===== src/rtl/memory_order_queue.sv =====
// Load/store queue pair: address tracking, store-to-load forwarding,
// in-order d-cache load issue and committed-store drain.
module memory_order_queue #(
    parameter int LQ_DEPTH   = 8,
    parameter int SQ_DEPTH   = 8,
    parameter int ADDR_WIDTH = 32,
    parameter int DATA_WIDTH = 32,
    parameter int TAG_WIDTH  = 6
) (
    input  logic                          clk,
    input  logic                          rst_n,
    input  logic                          alloc_valid,
    input  logic                          alloc_is_load,
    input  logic [TAG_WIDTH-1:0]          alloc_tag,
    output logic                          alloc_ready,
    input  logic                          agu_valid,
    input  logic                          agu_is_load,
    input  logic [TAG_WIDTH-1:0]          agu_tag,
    input  logic [ADDR_WIDTH-1:0]         agu_addr,
    input  logic [DATA_WIDTH-1:0]         agu_data,
    input  logic                          commit_load,
    input  logic                          commit_store,
    input  logic                          flush,
    output logic                          ld_req_valid,
    input  logic                          ld_req_ready,
    output logic [ADDR_WIDTH-1:0]         ld_req_addr,
    output logic [TAG_WIDTH-1:0]          ld_req_tag,
    output logic                          ld_fwd_valid,
    output logic [TAG_WIDTH-1:0]          ld_fwd_tag,
    output logic [DATA_WIDTH-1:0]         ld_fwd_data,
    output logic                          st_req_valid,
    input  logic                          st_req_ready,
    output logic [ADDR_WIDTH-1:0]         st_req_addr,
    output logic [DATA_WIDTH-1:0]         st_req_data,
    output logic [$clog2(LQ_DEPTH):0]     lq_count,
    output logic [$clog2(SQ_DEPTH):0]     sq_count
);
    localparam int LQ_IW = $clog2(LQ_DEPTH);
    localparam int LQ_PW = LQ_IW + 1;
    localparam int SQ_IW = $clog2(SQ_DEPTH);
    localparam int SQ_PW = SQ_IW + 1;

    logic [TAG_WIDTH-1:0]  lq_tag  [LQ_DEPTH];
    logic [ADDR_WIDTH-1:0] lq_addr [LQ_DEPTH];
    logic [SQ_PW-1:0]      lq_snap [LQ_DEPTH];
    logic [LQ_DEPTH-1:0]   lq_av, lq_iss, lq_occ, lq_blk;
    logic [TAG_WIDTH-1:0]  sq_tag  [SQ_DEPTH];
    logic [ADDR_WIDTH-1:0] sq_addr [SQ_DEPTH];
    logic [DATA_WIDTH-1:0] sq_data [SQ_DEPTH];
    logic [SQ_DEPTH-1:0]   sq_av, sq_com, sq_occ;

    logic [LQ_PW-1:0] lq_head, lq_tail, lq_head_n, lq_tail_n;
    logic [SQ_PW-1:0] sq_head, sq_tail, sq_cmt;
    logic [SQ_PW-1:0] sq_head_n, sq_tail_n, sq_cmt_n;
    logic             lq_full, lq_empty, sq_full, sq_empty;
    logic             alloc_ld, alloc_st, lq_pop, st_pop, cmt_st;
    logic             sel_found, fwd_hit, do_issue, lk_valid;
    logic [LQ_IW-1:0] sel_idx, lk_idx;
    logic [DATA_WIDTH-1:0] fwd_data;
    logic [SQ_IW-1:0] sq_hi;

    // Number of stores between SQ head and a load's snapshot.
    function automatic logic [SQ_PW-1:0] n_older(
        input logic [SQ_PW-1:0] snap,
        input logic [SQ_PW-1:0] head,
        input logic [SQ_PW-1:0] cnt
    );
        logic [SQ_PW-1:0] d;
        d = snap - head;
        return (d > cnt) ? cnt : d;
    endfunction

    assign lq_full  = (lq_head[LQ_IW-1:0] == lq_tail[LQ_IW-1:0])
                   && (lq_head[LQ_IW] != lq_tail[LQ_IW]);
    assign lq_empty = (lq_head == lq_tail);
    assign sq_full  = (sq_head[SQ_IW-1:0] == sq_tail[SQ_IW-1:0])
                   && (sq_head[SQ_IW] != sq_tail[SQ_IW]);
    assign sq_empty = (sq_head == sq_tail);
    assign lq_count = lq_tail - lq_head;
    assign sq_count = sq_tail - sq_head;

    assign alloc_ready = alloc_is_load ? !lq_full : !sq_full;
    assign alloc_ld = alloc_valid && alloc_is_load && !lq_full && !flush;
    assign alloc_st = alloc_valid && !alloc_is_load && !sq_full && !flush;
    assign lq_pop   = commit_load && !lq_empty;
    assign cmt_st   = commit_store && (sq_cmt != sq_tail);

    assign sq_hi        = sq_head[SQ_IW-1:0];
    assign st_req_valid = !sq_empty && sq_com[sq_hi] && sq_av[sq_hi];
    assign st_req_addr  = sq_addr[sq_hi];
    assign st_req_data  = sq_data[sq_hi];
    assign st_pop       = st_req_valid && st_req_ready;

    assign lq_head_n = lq_head + LQ_PW'(lq_pop);
    assign lq_tail_n = flush ? lq_head_n : lq_tail + LQ_PW'(alloc_ld);
    assign sq_head_n = sq_head + SQ_PW'(st_pop);
    assign sq_cmt_n  = sq_cmt + SQ_PW'(cmt_st);
    assign sq_tail_n = flush ? sq_cmt_n : sq_tail + SQ_PW'(alloc_st);

    always_comb begin
        lq_occ = '0;
        sq_occ = '0;
        for (int i = 0; i < LQ_DEPTH; i++)
            lq_occ[i] = LQ_PW'(LQ_IW'(i) - lq_head[LQ_IW-1:0]) < lq_count;
        for (int i = 0; i < SQ_DEPTH; i++)
            sq_occ[i] = SQ_PW'(SQ_IW'(i) - sq_head[SQ_IW-1:0]) < sq_count;
    end

    // A load is blocked while any older store still lacks its address.
    always_comb begin
        lq_blk = '0;
        for (int i = 0; i < LQ_DEPTH; i++) begin
            for (int j = 0; j < SQ_DEPTH; j++) begin
                if (SQ_PW'(j) < n_older(lq_snap[i], sq_head, sq_count)
                    && !sq_av[SQ_IW'(sq_hi + SQ_IW'(j))])
                    lq_blk[i] = 1'b1;
            end
        end
    end

    // A stalled d-cache request keeps its slot until accepted.
    always_comb begin
        sel_found = 1'b0;
        sel_idx   = '0;
        if (lk_valid && lq_occ[lk_idx] && !lq_iss[lk_idx]) begin
            sel_found = 1'b1;
            sel_idx   = lk_idx;
        end else begin
            for (int k = 0; k < LQ_DEPTH; k++) begin
                if (!sel_found
                    && lq_occ[LQ_IW'(lq_head[LQ_IW-1:0] + LQ_IW'(k))]
                    && lq_av[LQ_IW'(lq_head[LQ_IW-1:0] + LQ_IW'(k))]
                    && !lq_iss[LQ_IW'(lq_head[LQ_IW-1:0] + LQ_IW'(k))]
                    && !lq_blk[LQ_IW'(lq_head[LQ_IW-1:0] + LQ_IW'(k))]) begin
                    sel_found = 1'b1;
                    sel_idx   = LQ_IW'(lq_head[LQ_IW-1:0] + LQ_IW'(k));
                end
            end
        end
    end

    always_comb begin
        fwd_hit  = 1'b0;
        fwd_data = '0;
        if (sel_found && !(lk_valid && sel_idx == lk_idx)) begin
            for (int j = 0; j < SQ_DEPTH; j++) begin
                if (SQ_PW'(j) < n_older(lq_snap[sel_idx], sq_head, sq_count)
                    && sq_addr[SQ_IW'(sq_hi + SQ_IW'(j))] == lq_addr[sel_idx]) begin
                    fwd_hit  = 1'b1;
                    fwd_data = sq_data[SQ_IW'(sq_hi + SQ_IW'(j))];
                end
            end
        end
    end

    assign ld_fwd_valid = sel_found && fwd_hit && !flush;
    assign ld_fwd_tag   = lq_tag[sel_idx];
    assign ld_fwd_data  = fwd_data;
    assign ld_req_valid = sel_found && !fwd_hit && !flush;
    assign ld_req_addr  = lq_addr[sel_idx];
    assign ld_req_tag   = lq_tag[sel_idx];
    assign do_issue     = ld_fwd_valid || (ld_req_valid && ld_req_ready);

    always_ff @(posedge clk) begin
        if (!rst_n) begin
            lq_head  <= '0;
            lq_tail  <= '0;
            sq_head  <= '0;
            sq_tail  <= '0;
            sq_cmt   <= '0;
            lq_av    <= '0;
            lq_iss   <= '0;
            sq_av    <= '0;
            sq_com   <= '0;
            lk_valid <= 1'b0;
            lk_idx   <= '0;
        end else begin
            lq_head  <= lq_head_n;
            lq_tail  <= lq_tail_n;
            sq_head  <= sq_head_n;
            sq_tail  <= sq_tail_n;
            sq_cmt   <= sq_cmt_n;
            lk_valid <= ld_req_valid && !ld_req_ready;
            lk_idx   <= sel_idx;
            if (do_issue)
                lq_iss[sel_idx] <= 1'b1;
            if (cmt_st)
                sq_com[sq_cmt[SQ_IW-1:0]] <= 1'b1;
            if (alloc_ld) begin
                lq_tag[lq_tail[LQ_IW-1:0]]  <= alloc_tag;
                lq_av[lq_tail[LQ_IW-1:0]]   <= 1'b0;
                lq_iss[lq_tail[LQ_IW-1:0]]  <= 1'b0;
                lq_snap[lq_tail[LQ_IW-1:0]] <= sq_tail;
            end
            if (alloc_st) begin
                sq_tag[sq_tail[SQ_IW-1:0]] <= alloc_tag;
                sq_av[sq_tail[SQ_IW-1:0]]  <= 1'b0;
                sq_com[sq_tail[SQ_IW-1:0]] <= 1'b0;
            end
            if (agu_valid && !flush) begin
                for (int i = 0; i < LQ_DEPTH; i++) begin
                    if (agu_is_load && lq_occ[i] && lq_tag[i] == agu_tag) begin
                        lq_addr[i] <= agu_addr;
                        lq_av[i]   <= 1'b1;
                    end
                end
                for (int i = 0; i < SQ_DEPTH; i++) begin
                    if (!agu_is_load && sq_occ[i] && sq_tag[i] == agu_tag) begin
                        sq_addr[i] <= agu_addr;
                        sq_data[i] <= agu_data;
                        sq_av[i]   <= 1'b1;
                    end
                end
            end
        end
    end
endmodule


===== config.mk =====
export PLATFORM = sky130hd
export DESIGN_NAME = memory_order_queue
export DESIGN_NICKNAME = d
export VERILOG_FILES = /design/src/rtl/memory_order_queue.sv
export SDC_FILE = /design/constraint.sdc
export NUM_CORES = 2
export LEC_CHECK = 0
export CAP_MARGIN = 5
export CORE_MARGIN = 2
export CORE_UTILIZATION = 40
export DETAILED_ROUTE_END_ITERATION = 8
export GPL_ROUTABILITY_DRIVEN = 0
export GPL_TIMING_DRIVEN = 0
export MAX_ROUTING_LAYER = met4
export PLACE_DENSITY_LB_ADDON = 0.15
export SKIP_CTS_REPAIR_TIMING = 1
export SYNTH_ARGS = -nofsm -noshare
export SYNTH_HDL_FRONTEND = slang
export SYNTH_SLANG_ARGS = --single-unit

===== constraint.sdc =====
create_clock -name clk -period 17.5 [get_ports clk]
set_input_delay 3.5 -clock clk [delete_from_list [all_inputs] [get_ports clk]]
set_output_delay 3.5 -clock clk [all_outputs]
set_load 0.05 [all_outputs]

==> results.md <==
Global routing:
- The via count of the first global-routing pass is 51280.
- The initial antenna violation count is 10.
- The wire length of the first global-routing pass is 396.1 mm.
- Across every metal layer, demand over resource in global routing totals 35.30%.
- The total congestion overflow is 0.
- Entering global routing, the biggest net connects 40 pins.

Outcome:
- The flow ran to the end, but the final reports show violations.
- The final reports fail on DRC, capacitance limit, slew limit.

Final layout:
- The share of post-route cells with drive strength above 1 is 19.19%.
- At the end of the flow, the number of nets in the layout was 6093.
- The number of fillers in the final layout is 14350.
- After routing the design area is 0.07494 mm².
- The area added between synthesis and finish is 16.91%.

Worst setup path:
- The flop-to-flop setup slack is 4.53 ns.
- The peak per-stage delay on the critical path is 0.61 ns.
- The largest individual stage delay along the critical path comes from the cell sky130_fd_sc_hd__or4_4.
- The sort of element at the start of the critical path is a register.
- By startpoint and endpoint, the worst setup path is classified as register to output port.
- Data arrives at the worst endpoint at 13.88 ns.
- The worst setup path is captured at an output port.
- The critical-path maximum fanout is 21.
- Data on the critical path is required at its endpoint by 14.00 ns.

Pwr:
- The power density over the cells is 144.3 mW/mm².
- VDD sags by at most 242.8 µV.
- The leakage power figure is 24.78 nW.

Synthesis:
- The number of warnings reported in the yosys synthesis log is 0.
- The fraction of synthesized cell area taken by the top area cell type is 41.98%.
- The number of different library cells used by synthesis comes to 114.
- The cell type with the largest total area after synthesis is sky130_fd_sc_hd__edfxtp_1.
- The number of synthesized flops with an enable pin is 896.
- The synthesized area is 0.06410 mm².
- After synthesis, the mean cell area works out to 11.77 µm².
- The number of flip-flops and latches in the synthesized netlist is 952.
- Yosys attributes the largest share of cell area to sky130_fd_sc_hd__edfxtp_1 (42%), sky130_fd_sc_hd__mux4_2 (16%), sky130_fd_sc_hd__mux2i_1 (5.8%).
- Counting flops with an async set or reset pin after synthesis yields a share of 0%.
- Of the synthesized area, sequential elements account for 43.72%.
- The most instantiated flip-flop cell in the synthesis netlist is sky130_fd_sc_hd__edfxtp_1.
- After technology mapping, the gate count stands at 5447.
- Among all cell types in the netlist, the one instantiated most often is sky130_fd_sc_hd__edfxtp_1.
- The commonest cells after synthesis are sky130_fd_sc_hd__edfxtp_1 (896), sky130_fd_sc_hd__nand2_1 (809), sky130_fd_sc_hd__mux4_2 (455).
- The net count after synthesis is 5648.

STA:
- The final number of max-transition violations was 3.
- The setup clock skew after layout is 0.1062 ns.
- In the final timing run, aggregate negative setup slack is 0 ns.
- For the pin with the worst max-slew slack, the measured transition is 1.567 ns.
- Dividing the final minimum period by the clock period gives 99.34%.
- The clock period could shrink to 17.38 ns.
- The number of endpoints with negative hold slack in the final report is 0.
- Setup violations remaining at the end of the flow were counted as 0.
- In this run the tightest slew margin relative to its limit is -5.410%.
- The fmax is 57.52 MHz.
- The final worst slack is 0.1161 ns.

Hold path:
- The worst min-delay path category is register to register.

Placement:
- The number of buffer cells added on primary ports is 232.
- The placement-stage cell area is 0.07017 mm².
- Once detailed placement completed, the half-perimeter wirelength came to 209.5 mm.
- At the placement stage, the worst setup path has a slack of -5.534 ns.

Floorplan:
- The boundary pin count is 239.
- The initial utilization of the core area, before any placement, comes to 40.38%.
- The floorplan step set the die height to 404.3 µm.
- The die footprint is 0.1635 mm².
- After floorplanning, the core was divided into 146 placement rows.
- The die outline width is 404.3 µm.
- The core area is 0.1587 mm².

Clock network:
- Clock tree synthesis inserted a total of 111 buffers.
- The clock net in this run drives a total of 952 sinks.
- The maximum clock insertion buffer count is 3.
- After clock tree synthesis, the clock-pin slew on the worst setup and hold paths is 0.06 ns.
- The worst-skew pair later-pin latency is 0.81 ns.
- The clock tree from TritonCTS is built.
- The clock root buffer is sky130_fd_sc_hd__clkbuf_16.
- In this run the number of H-tree levels came out at 3.

Routing:
- The count of nets left with antenna violations after detail routing is 0.
- Before antenna repair, the detailed router went through 9 iterations.
- In the final routed layout, each cell accounts on average for 35.69 µm.
- The DRC violation count after routing is 1.
- The via density per instance is 6.843.
- The number of DRC markers after the initial detailed-route iteration is 9131.
- Summed over all layers, the routed wires come to 288.0 mm.
- The total via count after detailed routing is 55220.

Run:
- The number of violations of the max-capacitance limit is 3.
-- state kept, by name, indices dropped and copies added, names as in the netlist --
signal	flops
lq_tail	4
sq_tag	48
lq_head	4
sq_av	8
sq_head	4
lk_valid	1
lk_idx	3
lq_iss	8
lq_addr	256
sq_addr	256
sq_data	256
sq_cmt	4
lq_snap	32
lq_tag	48
lq_av	8
sq_tail	4
sq_com	8
-- metal layers --
metal / routed length [µm] / track usage [%]
met5: 0 / -
met4: 21090 / 20.58
met3: 35310 / 8.868
met1: 108100 / 45.47
met2: 123500 / 50.41
-- worst paths after layout --
check	cells past startpoint	start	endpoint
setup / recovery	50	sq_head[2]	ld_fwd_data[28]
hold / removal	1	sq_com[0]	sq_com[0]
setup reg to reg	47	sq_head[2]	lk_valid
hold reg to reg	1	sq_com[0]	sq_com[0]
-- critical path: cells and delay by family, from the launching register on --
family | cells | cell delay [ns]
buf+inv | 17 | 4.38
compound gates | 19 | 4.12
simple gates | 10 | 3.01
fa+ha+maj | 3 | 1.04
flops | 1 | 0.36
xor+xnor | 1 | 0.12
-- power breakdown --
part / switching [mW] / leakage, nW / internal, mW
sequential: 0.0237 / 8.51 / 2.51
combinational: 4.13 / 14.4 / 1.71
clock: 1.06 / 1.83 / 1.38
-- layout by cell type (no fill, tap or decap), types with 111 or more instances in the layout --
cell type	synthesis	layout
sky130_fd_sc_hd__clkbuf_16	0	111
sky130_fd_sc_hd__a21oi_1	182	172
sky130_fd_sc_hd__mux2i_1	370	369
sky130_fd_sc_hd__xnor2_1	163	163
sky130_fd_sc_hd__edfxtp_1	896	896
sky130_fd_sc_hd__clkbuf_1	241	194
sky130_fd_sc_hd__clkdlybuf4s50_1	0	198
sky130_fd_sc_hd__o21ai_0	191	189
sky130_fd_sc_hd__nand2_1	809	808
sky130_fd_sc_hd__xor2_1	179	177
sky130_fd_sc_hd__mux4_2	455	455
sky130_fd_sc_hd__nand3_1	176	175
sky130_fd_sc_hd__nor2_1	194	192
-- kinds of logic after synthesis --
| kind of cell | count (synthesis) | synth area share, % |
|---|---|---|
| and+or+nand+nor | 1657 | 12.16 |
| DFF | 952 | 43.72 |
| xor gates and xnor gates | 345 | 4.767 |
| buffers and inverters | 514 | 3.287 |
| AOI/OAI and AO/OA | 955 | 10.43 |
| adders and majority gates | 132 | 2.668 |
| muxes | 892 | 22.97 |
-- stage by stage --
| stage | hold slack (ns) | cells | total power, mW | utilization [%] |
|---|---|---|---|---|
| after floorplan | 0.4317 | 5447 | 5.859 | - |
| after global placement | 0.4493 | 7751 | 8.060 | 43.47 |
| after detailed placement | 0.4530 | 7827 | 8.064 | 44.21 |
| after CTS | 0.4718 | 8036 | 10.50 | 46.61 |
| after global routing | 0.4843 | 8067 | 11.01 | 47.20 |
| final | 0.4669 | 8070 | 10.81 | 47.21 |
-- cell type report --
type	count	area, µm²	area share, %
flip-flops and latches	952	28030	37.41
clock buffers	126	2844	3.795
well taps	2072	2592	3.460
repair buffers	337	3582	4.780
inverters	110	426.7	0.5694
clock inverters	83	978.4	1.306
diodes	10	25.02	0.03339
multi-input cells	3981	34570	46.13
plain buffers	399	1889	2.521
Note: power is estimated with default switching activity, not from simulation.
